`src/rtl/writeback_if.sv`:
```
// Execute/cache/decode-facing bundle of the register-file writeback controller.
// The master modport is the environment; the slave modport is writeback_ctrl.
interface writeback_if;
  logic        ex_valid;
  logic        ex_ready;
  logic        ex_reg_write;
  logic        ex_is_load;
  logic [4:0]  ex_rd;
  logic [31:0] ex_result;
  logic [2:0]  ex_funct3;
  logic [1:0]  ex_addr_lo;
  logic        mem_ready;
  logic [31:0] mem_rdata;
  logic [4:0]  rs1_sel;
  logic [4:0]  rs2_sel;
  logic        hazard;
  logic        rf_wr_en;
  logic [4:0]  rf_rd_sel;
  logic [31:0] rf_wr_data;
  logic        err;

  modport master (
    output ex_valid, ex_reg_write, ex_is_load, ex_rd, ex_result, ex_funct3,
           ex_addr_lo, mem_ready, mem_rdata, rs1_sel, rs2_sel,
    input  ex_ready, hazard, rf_wr_en, rf_rd_sel, rf_wr_data, err
  );

  modport slave (
    input  ex_valid, ex_reg_write, ex_is_load, ex_rd, ex_result, ex_funct3,
           ex_addr_lo, mem_ready, mem_rdata, rs1_sel, rs2_sel,
    output ex_ready, hazard, rf_wr_en, rf_rd_sel, rf_wr_data, err
  );
endinterface

```
`src/rtl/writeback_ctrl.sv`:
```
// Register-file write-port controller: retires ALU results in one cycle and
// formats cache load data after the mem_ready handshake, with load-use hazard flag.
module writeback_ctrl #(
  parameter int MEM_TIMEOUT = 64
) (
  input  logic        clk,
  input  logic        rst,
  writeback_if.slave  bus
);

  localparam int CNT_W = $clog2(MEM_TIMEOUT + 1);
  localparam logic [CNT_W-1:0] CNT_LAST = CNT_W'(MEM_TIMEOUT - 1);

  typedef enum logic {
    IDLE,
    WAIT_MEM
  } state_t;

  typedef enum logic [2:0] {
    F_LB  = 3'b000,
    F_LH  = 3'b001,
    F_LW  = 3'b010,
    F_LBU = 3'b100,
    F_LHU = 3'b101
  } load_kind_t;

  state_t            state;
  logic [CNT_W-1:0]  wait_cnt;
  logic [4:0]        pend_rd;
  logic [2:0]        pend_funct3;
  logic [1:0]        pend_addr_lo;

  // Alignment and opcode legality of a load request.
  function automatic logic load_legal(input logic [2:0] f3, input logic [1:0] lo);
    case (f3)
      F_LB, F_LBU: load_legal = 1'b1;
      F_LH, F_LHU: load_legal = ~lo[0];
      F_LW:        load_legal = (lo == 2'b00);
      default:     load_legal = 1'b0;
    endcase
  endfunction

  // Extract and extend the addressed byte/halfword from the cache word.
  function automatic logic [31:0] format_load(input logic [2:0]  f3,
                                              input logic [1:0]  lo,
                                              input logic [31:0] word);
    logic [7:0]  b;
    logic [15:0] h;
    b = word[{lo, 3'b000} +: 8];
    h = lo[1] ? word[31:16] : word[15:0];
    case (f3)
      F_LB:    format_load = {{24{b[7]}}, b};
      F_LBU:   format_load = {24'h0, b};
      F_LH:    format_load = {{16{h[15]}}, h};
      F_LHU:   format_load = {16'h0, h};
      default: format_load = word;
    endcase
  endfunction

  // NOTE: every output driven from always_comb gets a value on every path,
  // otherwise synthesis infers a latch to hold the old value.
  always_comb begin
    bus.ex_ready = (state == IDLE);
    bus.hazard   = 1'b0;
    if (state == WAIT_MEM && pend_rd != 5'd0)
      bus.hazard = (bus.rs1_sel == pend_rd) || (bus.rs2_sel == pend_rd);
  end

  // NOTE: all state below uses non-blocking assignments so every register
  // samples pre-edge values, independent of statement order.
  always_ff @(posedge clk) begin
    if (rst) begin
      state          <= IDLE;
      wait_cnt       <= '0;
      pend_rd        <= 5'd0;
      pend_funct3    <= 3'd0;
      pend_addr_lo   <= 2'd0;
      bus.rf_wr_en   <= 1'b0;
      bus.rf_rd_sel  <= 5'd0;
      bus.rf_wr_data <= 32'd0;
      bus.err        <= 1'b0;
    end else begin
      bus.rf_wr_en <= 1'b0;
      bus.err      <= 1'b0;
      case (state)
        IDLE: begin
          if (bus.ex_valid) begin
            if (!bus.ex_is_load) begin
              // Index/data only move on a real write so they hold otherwise.
              if (bus.ex_reg_write && bus.ex_rd != 5'd0) begin
                bus.rf_wr_en   <= 1'b1;
                bus.rf_rd_sel  <= bus.ex_rd;
                bus.rf_wr_data <= bus.ex_result;
              end
            end else if (load_legal(bus.ex_funct3, bus.ex_addr_lo)) begin
              pend_rd      <= bus.ex_rd;
              pend_funct3  <= bus.ex_funct3;
              pend_addr_lo <= bus.ex_addr_lo;
              wait_cnt     <= '0;
              state        <= WAIT_MEM;
            end else begin
              bus.err <= 1'b1;
            end
          end
        end

        WAIT_MEM: begin
          // mem_ready takes priority over a timeout in the same cycle.
          if (bus.mem_ready) begin
            if (pend_rd != 5'd0) begin
              bus.rf_wr_en   <= 1'b1;
              bus.rf_rd_sel  <= pend_rd;
              bus.rf_wr_data <= format_load(pend_funct3, pend_addr_lo, bus.mem_rdata);
            end
            state <= IDLE;
          end else if (wait_cnt == CNT_LAST) begin
            bus.err <= 1'b1;
            state   <= IDLE;
          end else begin
            wait_cnt <= wait_cnt + 1'b1;
          end
        end

        default: state <= IDLE;
      endcase
    end
  end

endmodule

```
`src/flat_wrapper.sv`:
```
// flat-port wrapper written by rule: the top's interface ports become plain ports
module writeback_ctrl_flat 
#(
  parameter int MEM_TIMEOUT = 64
)
  (clk, rst, bus_ex_valid, bus_ex_reg_write, bus_ex_is_load, bus_ex_rd, bus_ex_result, bus_ex_funct3, bus_ex_addr_lo, bus_mem_ready, bus_mem_rdata, bus_rs1_sel, bus_rs2_sel, bus_ex_ready, bus_hazard, bus_rf_wr_en, bus_rf_rd_sel, bus_rf_wr_data, bus_err);
  writeback_if bus_i ();
  input  logic clk;
  input  logic rst;
  input wire logic [$bits(bus_i.ex_valid)-1:0] bus_ex_valid;
  input wire logic [$bits(bus_i.ex_reg_write)-1:0] bus_ex_reg_write;
  input wire logic [$bits(bus_i.ex_is_load)-1:0] bus_ex_is_load;
  input wire logic [$bits(bus_i.ex_rd)-1:0] bus_ex_rd;
  input wire logic [$bits(bus_i.ex_result)-1:0] bus_ex_result;
  input wire logic [$bits(bus_i.ex_funct3)-1:0] bus_ex_funct3;
  input wire logic [$bits(bus_i.ex_addr_lo)-1:0] bus_ex_addr_lo;
  input wire logic [$bits(bus_i.mem_ready)-1:0] bus_mem_ready;
  input wire logic [$bits(bus_i.mem_rdata)-1:0] bus_mem_rdata;
  input wire logic [$bits(bus_i.rs1_sel)-1:0] bus_rs1_sel;
  input wire logic [$bits(bus_i.rs2_sel)-1:0] bus_rs2_sel;
  output wire logic [$bits(bus_i.ex_ready)-1:0] bus_ex_ready;
  output wire logic [$bits(bus_i.hazard)-1:0] bus_hazard;
  output wire logic [$bits(bus_i.rf_wr_en)-1:0] bus_rf_wr_en;
  output wire logic [$bits(bus_i.rf_rd_sel)-1:0] bus_rf_rd_sel;
  output wire logic [$bits(bus_i.rf_wr_data)-1:0] bus_rf_wr_data;
  output wire logic [$bits(bus_i.err)-1:0] bus_err;
  assign bus_i.ex_valid = bus_ex_valid;
  assign bus_i.ex_reg_write = bus_ex_reg_write;
  assign bus_i.ex_is_load = bus_ex_is_load;
  assign bus_i.ex_rd = bus_ex_rd;
  assign bus_i.ex_result = bus_ex_result;
  assign bus_i.ex_funct3 = bus_ex_funct3;
  assign bus_i.ex_addr_lo = bus_ex_addr_lo;
  assign bus_i.mem_ready = bus_mem_ready;
  assign bus_i.mem_rdata = bus_mem_rdata;
  assign bus_i.rs1_sel = bus_rs1_sel;
  assign bus_i.rs2_sel = bus_rs2_sel;
  assign bus_ex_ready = bus_i.ex_ready;
  assign bus_hazard = bus_i.hazard;
  assign bus_rf_wr_en = bus_i.rf_wr_en;
  assign bus_rf_rd_sel = bus_i.rf_rd_sel;
  assign bus_rf_wr_data = bus_i.rf_wr_data;
  assign bus_err = bus_i.err;
  writeback_ctrl #(.MEM_TIMEOUT(MEM_TIMEOUT)) u_core (.clk(clk), .rst(rst), .bus(bus_i));
endmodule
```
`config.mk`:
```
export PLATFORM = sky130hd
export DESIGN_NAME = writeback_ctrl_flat
export DESIGN_NICKNAME = d
export VERILOG_FILES = /design/src/rtl/writeback_if.sv /design/src/rtl/writeback_ctrl.sv /design/src/flat_wrapper.sv
export SDC_FILE = /design/constraint.sdc
export NUM_CORES = 1
export LEC_CHECK = 0
export CAP_MARGIN = 20
export CORE_ASPECT_RATIO = 0.75
export CORE_MARGIN = 5
export CORE_UTILIZATION = 42
export CTS_BUF_LIST = sky130_fd_sc_hd__clkbuf_2
export CTS_CLUSTER_SIZE = 12
export DETAILED_ROUTE_END_ITERATION = 16
export HOLD_SLACK_MARGIN = 0.06
export PLACE_DENSITY = 0.8
export SYNTH_ARGS = -nofsm -noshare
export SYNTH_HDL_FRONTEND = slang
export SYNTH_SLANG_ARGS = --single-unit
```
`constraint.sdc`:
```
create_clock -name clk -period 1.9 [get_ports clk]
set_input_delay 0.38 -clock clk [delete_from_list [all_inputs] [get_ports clk]]
set_output_delay 0.38 -clock clk [all_outputs]
set_load 0.03 [all_outputs]
```
---- Yosys cells after proc, flatten, opt, wreduce, memory -nomap -nowiden ----
Cells that the tools add are included.
storage, ports and cells
  register bits ........................... 57
  bits of input ports ..................... 90
  output and inout port bits .............. 41
  logic and storage cells ................. 89
cells by class
  add/subtract/negate cells ............... 1
  eq/ne operators ......................... 19
  shifts and indexed selects .............. 1
  multiplexer cells ....................... 44
  bitwise gates (word level) .............. 2
  reductions and logical operators ........ 13
operator list
  kind                                                    count
  two-way mux 32 bit                                      5
  case mux 32 bit (4 select lines)                        1
  case mux 32 bit (2 select lines)                        1
  two-way mux 7 bit                                       5
  variable part select 32 x 6 -> 8 bit                    1
  two-way mux 5 bit                                       5
  two-way mux 1 bit                                       20
  two-way mux 16 bit                                      1
  inequality test 2 bit (second input constant)           7
  case mux 7 bit (2 select lines)                         1
  equality test 3 bit (second input constant)             4
  equality test 5 bit                                     2
  case mux 5 bit (2 select lines)                         1
  AND reduction 5 bit                                     2
  nonzero test 5 bit                                      2
  adder 7 x 1 -> 7 bit (second input constant)            1
  equality test 7 x 6 -> 1 bit (second input constant)    1
  equality test 3 x 1 -> 1 bit (second input constant)    2
  zero test 3 bit                                         2
  case mux 1 bit (2 select lines)                         3
  inequality test 2 x 1 -> 1 bit (second input constant)  2
  AND reduction 4 bit                                     1
  OR reduction 2 bit                                      2
  equality test 3 x 2 -> 1 bit (second input constant)    1
  5 further kinds                                         7

---- Logic depth before layout (Yosys ltp) ----
Gate-level depths: netlist of run 1.
  word-level depth ........................ 11
  depth in mapped cells ................... 7
  gate-level depth less buffers ........... 5

---- Least setup slack after synthesis of run 1 ----
OpenSTA, ideal clock, no wires.
  kind .................................... register to output
  start point ............................. reg u_core.state
  end point ............................... out bus_hazard
  data arrival time ....................... 1.689 ns
  data required time ...................... 1.520 ns
  setup slack ............................. -0.169 ns
  stages on the path, launching flop included .. 5
  buffers on the path ..................... 2
  cells stage by stage .................... dfxtp_1 > buf_2 > inv_2 > clkbuf_1 > a221oi_1
between the ends
  cells in the longest elaborated chain, start to end .. 2
ends and longest elaborated chain
  element                 line                   RTL
  from (decl)             writeback_ctrl.sv:27   state_t state;
  from (signal assigned)  writeback_ctrl.sv:73   state <= IDLE;
  from (signal assigned)  writeback_ctrl.sv:100  state <= WAIT_MEM;
  from (signal assigned)  writeback_ctrl.sv:115  state <= IDLE;
  logical AND 1 bit       writeback_ctrl.sv:65   if (state == WAIT_MEM && pend_rd != 5'd0)
  two-way mux 1 bit       writeback_ctrl.sv:65
  to (decl)               flat_wrapper.sv:22     output wire logic [$bits(bus_i.hazard)-1:0] bus_hazard;
No other way between the ends.

---- Final worst setup path of run 1 ----
  start point ............................. reg u_core.pend_rd[3]
  end point ............................... out bus_hazard
between the ends
  cells in the longest elaborated chain, start to end .. 3
  elaborated cells on any way between the ends .. 6
  those cells by class .................... 2 x eq/ne; 1 x mux; 3 x reduce/logical
ends and longest elaborated chain
  element                                                    line                                        RTL
  from (decl)                                                writeback_ctrl.sv:29                        logic [4:0] pend_rd;
  from (signal assigned)                                     writeback_ctrl.sv:96                        pend_rd <= bus.ex_rd;
  equality test 5 bit or nonzero test 5 bit (tied branches)  writeback_ctrl.sv:66, writeback_ctrl.sv:65
  logical OR 1 bit or logical AND 1 bit (tied branches)      writeback_ctrl.sv:66, writeback_ctrl.sv:65
  two-way mux 1 bit (*)                                      writeback_ctrl.sv:65
Mark *: on every way between the ends. The rest lies on a longest branch, timed or not.

==> results of run 1 <==
[path summary, 6_finish.rpt]
kind / startpoint / end / slack, ns / cells after the start
worst min register to register: u_core.bus.rf_wr_data[17] / u_core.bus.rf_wr_data[17] / 0.49 / 1
worst max register to register: u_core.pend_rd[3] / u_core.bus.rf_wr_data[25] / 0.16 / 6
worst min-delay path: u_core.bus.rf_wr_data[17] / u_core.bus.rf_wr_data[17] / 0.49 / 1
worst max-delay path: u_core.pend_rd[3] / bus_hazard / -0.25 / 5
[state kept, by name, indices dropped and copies added, names as in the netlist]
register               flops
u_core.pend_rd             5
u_core.bus.rf_rd_sel       5
u_core.pend_addr_lo        2
u_core.bus.rf_wr_en        1
u_core.bus.rf_wr_data     32
u_core.state               1
u_core.pend_funct3         3
u_core.wait_cnt            7
u_core.bus.err             1
[logic make-up (layout without fill, tap and decap cells)]
group | count (synthesis) | after routing | synth area share [%]
and+or+nand+nor | 158 | 158 | 21.54
muxes | 28 | 28 | 8.925
buffers and inverters | 44 | 208 | 5.591
xor gates and xnor gates | 10 | 10 | 2.509
AOI/OAI and AO/OA | 125 | 125 | 28.39
DFF | 57 | 57 | 32.69
adders and majority gates | 1 | 1 | 0.3584
[worst max-delay path, stage by stage (launching register included)]
cell      delay [ns]
dfxtp_4         0.40
xor2_1          0.14
nor3_1          0.17
nand3_1         0.11
a221oi_2        0.28
buf_4           0.20
[metrics by stage]
| step | TNS [ns] | hold slack [ns] | std cells | setup WS [ns] |
|---|---|---|---|---|
| 2_1_floorplan | 0 | 0.4816 | 423 | 0.1203 |
| 3_3_place_gp | -14.81 | 0.4497 | 675 | -0.3567 |
| 3_5_place_dp | -16.82 | 0.4560 | 675 | -0.4117 |
| 4_1_cts | -0.3268 | 0.4885 | 692 | -0.3268 |
| 5_1_grt | -0.3738 | 0.5083 | 692 | -0.3738 |
| 6_report | -0.2533 | 0.4864 | 692 | -0.2533 |
[cells in the final DEF (no fill, tap or decap), drive strengths merged, types with 9 or more instances in the layout]
cell type       n
clkbuf         11
a221oi          9
nor3           26
nand2          61
dlygate4sd2    39
dfxtp          57
nor2           30
buf            56
o21ai          11
o211ai         25
nor2b          12
mux2           15
mux2i          13
a32o           26
clkdlybuf4s50  89
a21oi          16
[final cells by class]
type | instances | area share (%)
multi-input combinational | 322 | 41.08
timing repair buffer | 185 | 32.01
sequential | 57 | 21.88
tap | 105 | 2.481
clock inverter | 6 | 1.110
clock buffer | 10 | 0.9450
inverter | 7 | 0.4961
[power by group through the flow]
stage	Sequential [µW]	Combinational (µW)	Clock, µW
3_3_place_gp	1310	815	0
2_1_floorplan	1370	320	0
4_1_cts	1280	811	802
6_report	1280	816	778
5_1_grt	1280	874	852
3_5_place_dp	1310	832	0
[timing repair]
| action | in CTS | in global routing |
|---|---|---|
| setup buffers | 1 | 0 |
| endpoints found under the setup margin | 41 | 27 |
| pin swaps | 3 | 4 |
| endpoints found under the hold margin | 0 | 0 |
| cloned | 0 | 0 |
| gates resized for setup | 48 | 7 |
[routing by layer]
metal | track usage, % | wire length [µm] | up-vias
met1 | 34.75 | 5544 | 1952
met4 | 6.503 | 243 | 0
met3 | 7.375 | 1148 | 28
met5 | 0 | 0 | -
met2 | 39.02 | 5799 | 226
li1 | - | - | 1928
==> metrics.md, run 1 <==
| Metric | Value |
|---|---|
| CTS root buf | `clkbuf_2` |
| RD Place Congestion | `0.9044` |
| Clock latency at the later pin of the worst-skew pair | `0.48 ns` |
| Hold buffer count at cts | `0` |
| Initial drt markers | `292` |
| CP arrival | `1.77 ns` |
| Diode count | `0` |
| CP endpoint kind | `primary output` |
| Die span in y | `88.96 µm` |
| Tmin final | `2.153 ns` |
| Share of cells above drive strength 1 | `17.89%` |
| Clock Sinks | `57` |
| Largest net degree at the start of global routing | `27` |
| Worst setup path class | `register to primary output` |
| Port Buffers | `130` |
| Slew Limit Fails | `0` |
| Final setup fails | `1` |
| H-tree Lvls | `3` |
| Worst EP required | `1.52 ns` |
| Sw Pwr | `918.5 µW` |
| Slew headroom | `71.30%` |
| Clock power frac | `27.1%` |
| Synth Flop Type | `dfxtp_1` |
| Async S/R FF share, synth | `0%` |
| Setup slack after layout | `-0.2533 ns` |
| Clock buffer count from CTS | `9` |
| Wire per inst | `18.40 µm` |
| Register area share after synthesis | `32.69%` |
| GR Overflow Total | `0` |
| Clk buf depth | `2` |
| Crit start category | `register` |
| EDFF count, synth | `0` |
| Total wire length | `12740 µm` |
| Clock Pin Slew Worst Setup and Hold Paths | `0.18 ns` |
| Synthesized net count | `514` |
| Hold Crit Class | `register to register` |
| Initial antenna violation count | `0` |
| Top post-synthesis cells by count | `nand2_1, dfxtp_1, nor2_1` |
| Fmax | `464.4 MHz` |
| Synth top area cells | `dfxtp_1, a32o_1, nand2_1` |
| First-pass GRT wire length | `20420 µm` |
| Routed vias | `4134` |
| I/O pins | `131` |
| Fillers | `692` |
| Status | `finished with violations` |
| Num rows | `28` |
| Footprint of the multi-input gates | `2176 µm²` |
| Power per standard cell area | `542.2 nW/µm²` |
| Fin nets | `673` |
| Total power | `2871 µW` |
| Max-cap violations | `0` |
| Final Hold Viols | `0` |
| LEAKAGE | `0.002189 µW` |
| RSZ-0062 raised after global routing | `yes` |
| Die X | `115.3 µm` |
| Unique masters post-synth | `57` |
| TritonRoute pass-1 iters | `4` |
| Vias in the first global route | `4064` |
| Comb power frac | `28.4%` |
| P&R area growth vs syn | `51.72%` |
| Critical Path Fanout Max | `3` |
| Core ar. | `7988 µm²` |
| Initial Util | `43.70%` |
| Area taken by flip-flops and latches | `1159 µm²` |
| Final period util | `113.3%` |
| Most frequent cell after synthesis | `nand2_1` |
| Cell accounting for the most synthesized area | `dfxtp_1` |
| Final instance area | `5296 µm²` |
| Total Die Area | `10250 µm²` |
| Yosys warning count | `0` |
| CTS tree | `built` |
| Worst VDD drop | `0.3924 mV` |
| GRT Util Overall | `25.24%` |
| Sequential power share | `44.5%` |
| Post-route ant nets | `0` |
| Clock Skews | `0.02310 ns` |
| Synth Cell Area | `3491 µm²` |
| # DRC | `0` |
| Switching Fraction | `31.99%` |
| Worst Tran Pin Value | `0.4245 ns` |
| Mapped Cells | `423` |
| Vias per cell | `5.974` |
| Detailed Place HPWL | `9992 µm` |
| Cell Area, Placed | `5201 µm²` |
| Syn Area/Cell | `8.253 µm²` |
| Final Util | `66.31%` |
| Synth Register Bits | `57` |
| Failing checks | `negative setup slack` |
| Top cell type's share of synthesized area | `32.69%` |
| Pint | `1953 µW` |
Power figures use the tool's default switching activity.
==> run 2, diff against run 1 <==
--- a/config.mk
+++ b/config.mk
@@ -5,6 +5,7 @@
 export SDC_FILE = /design/constraint.sdc
 export NUM_CORES = 1
 export LEC_CHECK = 0
+export ABC_AREA = 1
 export CAP_MARGIN = 20
 export CORE_ASPECT_RATIO = 0.75
 export CORE_MARGIN = 5
@@ -13,7 +14,8 @@
 export CTS_CLUSTER_SIZE = 12
 export DETAILED_ROUTE_END_ITERATION = 16
 export HOLD_SLACK_MARGIN = 0.06
-export PLACE_DENSITY = 0.8
+export PLACE_DENSITY = 0.78
+export SKIP_LAST_GASP = 1
 export SYNTH_ARGS = -nofsm -noshare
 export SYNTH_HDL_FRONTEND = slang
 export SYNTH_SLANG_ARGS = --single-unit
==> run 2 against run 1 <==
Against the previous run: critical path depth is 1 higher; setup slack better by 0.15 ns; power is 14% higher; design area is 0.43% lower; via count is 0.97% higher; fmax is 7.6% higher; critical endpoint unchanged; the flow still finishes with violations (negative setup slack); die area grew 5.9%; clock power up 35%; sequential power is essentially flat.
==> metrics.md, run 2 <==
| Metric | Value |
|---|---|
| Clk buf depth | `2 (unchanged)` |
| Fmax | `499.5 MHz (was 464.4 MHz)` |
| Power per standard cell area | `619.6 nW/µm² (was 542.2 nW/µm²)` |
| Worst EP required | `1.52 ns (about the same)` |
| First-pass GRT wire length | `20760 µm (was 20420 µm)` |
| CP endpoint kind | `primary output (unchanged)` |
| Area taken by flip-flops and latches | `1147 µm² (was 1159 µm²)` |
| Async S/R FF share, synth | `0% (unchanged)` |
| Unique masters post-synth | `37 (was 57)` |
| Slew Limit Fails | `0 (unchanged)` |
| Post-route ant nets | `0 (unchanged)` |
| GR Overflow Total | `0 (unchanged)` |
| Most flops, register | `u_core.bus.rf_wr_data (unchanged)` |
| Most frequent cell after synthesis | `nand2_1 (unchanged)` |
| Diode count | `0 (unchanged)` |
| RD Place Congestion | `0.9430 (was 0.9044)` |
| Port Buffers | `130 (unchanged)` |
| Worst Tran Pin Value | `0.5393 ns (was 0.4245 ns)` |
| Register area share after synthesis | `30.68% (was 32.69%)` |
| Synthesized net count | `646 (was 514)` |
| Final setup fails | `1 (unchanged)` |
| Wire per inst | `15.89 µm (was 18.40 µm)` |
| Num rows | `29 (was 28)` |
| Total wire length | `12620 µm (was 12740 µm)` |
| Status | `finished with violations (unchanged)` |
| Initial drt markers | `307 (was 292)` |
| Tmin final | `2.002 ns (was 2.153 ns)` |
| Detailed Place HPWL | `9238 µm (was 9992 µm)` |
| CP arrival | `1.62 ns (was 1.77 ns)` |
| Initial Util | `43.44% (was 43.70%)` |
| CTS tree | `built (unchanged)` |
| # DRC | `0 (unchanged)` |
| Failing checks | `negative setup slack (unchanged)` |
| Final setup TNS | `-0.1019 ns (was -0.2533 ns)` |
| Mapped Cells | `555 (was 423)` |
| Clock Pin Slew Worst Setup and Hold Paths | `0.17 ns (was 0.18 ns)` |
| Cell accounting for the most synthesized area | `dfxtp_1 (unchanged)` |
| Total power | `3268 µW (was 2871 µW)` |
| Top flop regs | `u_core.bus.rf_wr_data: 32 flops, u_core.wait_cnt: 7 flops (unchanged)` |
| Hold Crit Class | `register to register (unchanged)` |
| Worst setup path class | `input pin to primary output (was register to primary output)` |
| Synth Cell Area | `3720 µm² (was 3491 µm²)` |
| Final Hold Viols | `0 (unchanged)` |
| Synth Register Bits | `57 (unchanged)` |
| Fillers | `807 (was 692)` |
| Die span in y | `91.50 µm (was 88.96 µm)` |
| Final period util | `105.4% (was 113.3%)` |
| Most frequent cells in the layout | `nand2_1, clkdlybuf4s50_1, dfxtp_1 (was clkdlybuf4s50_1, nand2_1, buf_4)` |
| Hold buffer count at cts | `0 (unchanged)` |
| Clock buffer count from CTS | `9 (unchanged)` |
| Synth top area cells | `dfxtp_1, nand2_1, a21oi_1 (was dfxtp_1, a32o_1, nand2_1)` |
| Worst VDD drop | `0.2680 mV (was 0.3924 mV)` |
| Vias in the first global route | `4223 (was 4064)` |
| TritonRoute pass-1 iters | `5 (was 4)` |
| EDFF count, synth | `0 (unchanged)` |
| Crit start category | `input pin (was register)` |
| Yosys warning count | `0 (unchanged)` |
| Synth Flop Type | `dfxtp_1 (unchanged)` |
| Slew headroom | `64.00% (was 71.30%)` |
| Fin nets | `772 (was 673)` |
| Total Die Area | `10860 µm² (was 10250 µm²)` |
| Initial antenna violation count | `0 (unchanged)` |
| Footprint of the multi-input gates | `2266 µm² (was 2176 µm²)` |
| Largest net degree at the start of global routing | `46 (was 27)` |
| H-tree Lvls | `3 (unchanged)` |
| Clock Sinks | `57 (unchanged)` |
| Vias per cell | `5.257 (was 5.974)` |
| CTS root buf | `clkbuf_2 (unchanged)` |
| Routed vias | `4174 (was 4134)` |
| GRT Util Overall | `23.26% (was 25.24%)` |
| Max reg flops | `32 (unchanged)` |
| Critical Path Fanout Max | `2 (was 3)` |
| I/O pins | `131 (unchanged)` |
| LEAKAGE | `0.002455 µW (was 0.002189 µW)` |
| Clock latency at the later pin of the worst-skew pair | `0.51 ns (was 0.48 ns)` |
| Share of cells above drive strength 1 | `15.89% (was 17.89%)` |
| Clock Skews | `0.02053 ns (was 0.02310 ns)` |
| Core ar. | `8563 µm² (was 7988 µm²)` |
| Die X | `118.7 µm (was 115.3 µm)` |
| Commonest non-fill, non-tap cell in the layout | `nand2_1 (was clkdlybuf4s50_1)` |
| Top post-synthesis cells by count | `nand2_1, dfxtp_1, a21oi_1 (was nand2_1, dfxtp_1, nor2_1)` |
| Setup slack after layout | `-0.1019 ns (was -0.2533 ns)` |
| P&R area growth vs syn | `41.78% (was 51.72%)` |
| RSZ-0062 raised after global routing | `yes (unchanged)` |
| Max-cap violations | `0 (unchanged)` |
| Top cell type's share of synthesized area | `30.68% (was 32.69%)` |
| Syn Area/Cell | `6.702 µm² (was 8.253 µm²)` |
-- run 2: final timing paths --
path / from / endpoint / slack, ns / cells past startpoint
worst max-delay path: bus_rs1_sel[1] / bus_hazard / -0.10 / 6
worst min-delay path: u_core.wait_cnt[6] / u_core.wait_cnt[6] / 0.47 / 2
worst min register to register: u_core.wait_cnt[6] / u_core.wait_cnt[6] / 0.47 / 2
worst max register to register: u_core.pend_funct3[1] / u_core.bus.rf_wr_data[6] / 0.23 / 9
-- run 2: per-layer routing --
| metal | routed length, µm | GRT usage (%) | up-vias |
|---|---|---|---|
| li1 | - | - | 2065 |
| met1 | 5698 | 31.38 | 1895 |
| met2 | 5605 | 36.45 | 197 |
| met3 | 1137 | 6.025 | 17 |
| met4 | 174 | 7.329 | 0 |
| met5 | 0 | 0 | - |
-- run 2: area by class of cell --
cell class,count,share of cell area (%)
multi-input cells,434,42.97
inverters,31,2.254
repair buffers,148,27.50
flip-flops and latches,57,21.76
clock buffers,10,0.9490
clock inverters,6,2.017
well taps,108,2.562
-- run 2: through the flow --
step	utilization, %	area (µm²)	setup WS [ns]	hold WS, ns	std cells
floorplan	-	3720	0.1752	0.4218	555
global placement	59.70	5112	-0.07790	0.4317	776
detailed placement	59.70	5112	-0.1055	0.4426	776
CTS	61.56	5271	-0.1105	0.4540	794
global route	61.59	5274	-0.1947	0.4925	794
finish	61.59	5274	-0.1019	0.4674	794
-- run 2: timing repair --
| action | CTS | global route |
|---|---|---|
| pin swaps | 6 | 0 |
| setup buffers | 2 | 0 |
| gates resized for setup | 52 | 3 |
| endpoints found under the setup margin | 41 | 2 |
-- run 2: worst max-delay path: stages --
cell and delay [ns]:
clkdlybuf4s50_1 0.45, or2_4 0.27, a21oi_2 0.11, nand4_1 0.10, a21oi_2 0.17, buf_6 0.14
-- run 2: kinds of logic after synthesis --
group / after synthesis / synth area share, %
compound gates: 103 / 16.78
xor+xnor: 9 / 2.119
fa+ha+maj: 1 / 0.3363
buf+inv: 64 / 8.880
flops: 57 / 30.68
simple gates: 321 / 41.20
-- run 2: report_power, final --
part | total [µW] | switching [µW] | internal (µW)
combinational | 915 | 496 | 419
clock | 1050 | 484 | 566
sequential | 1300 | 41.9 | 1260
total | 3270 | 1020 | 2250
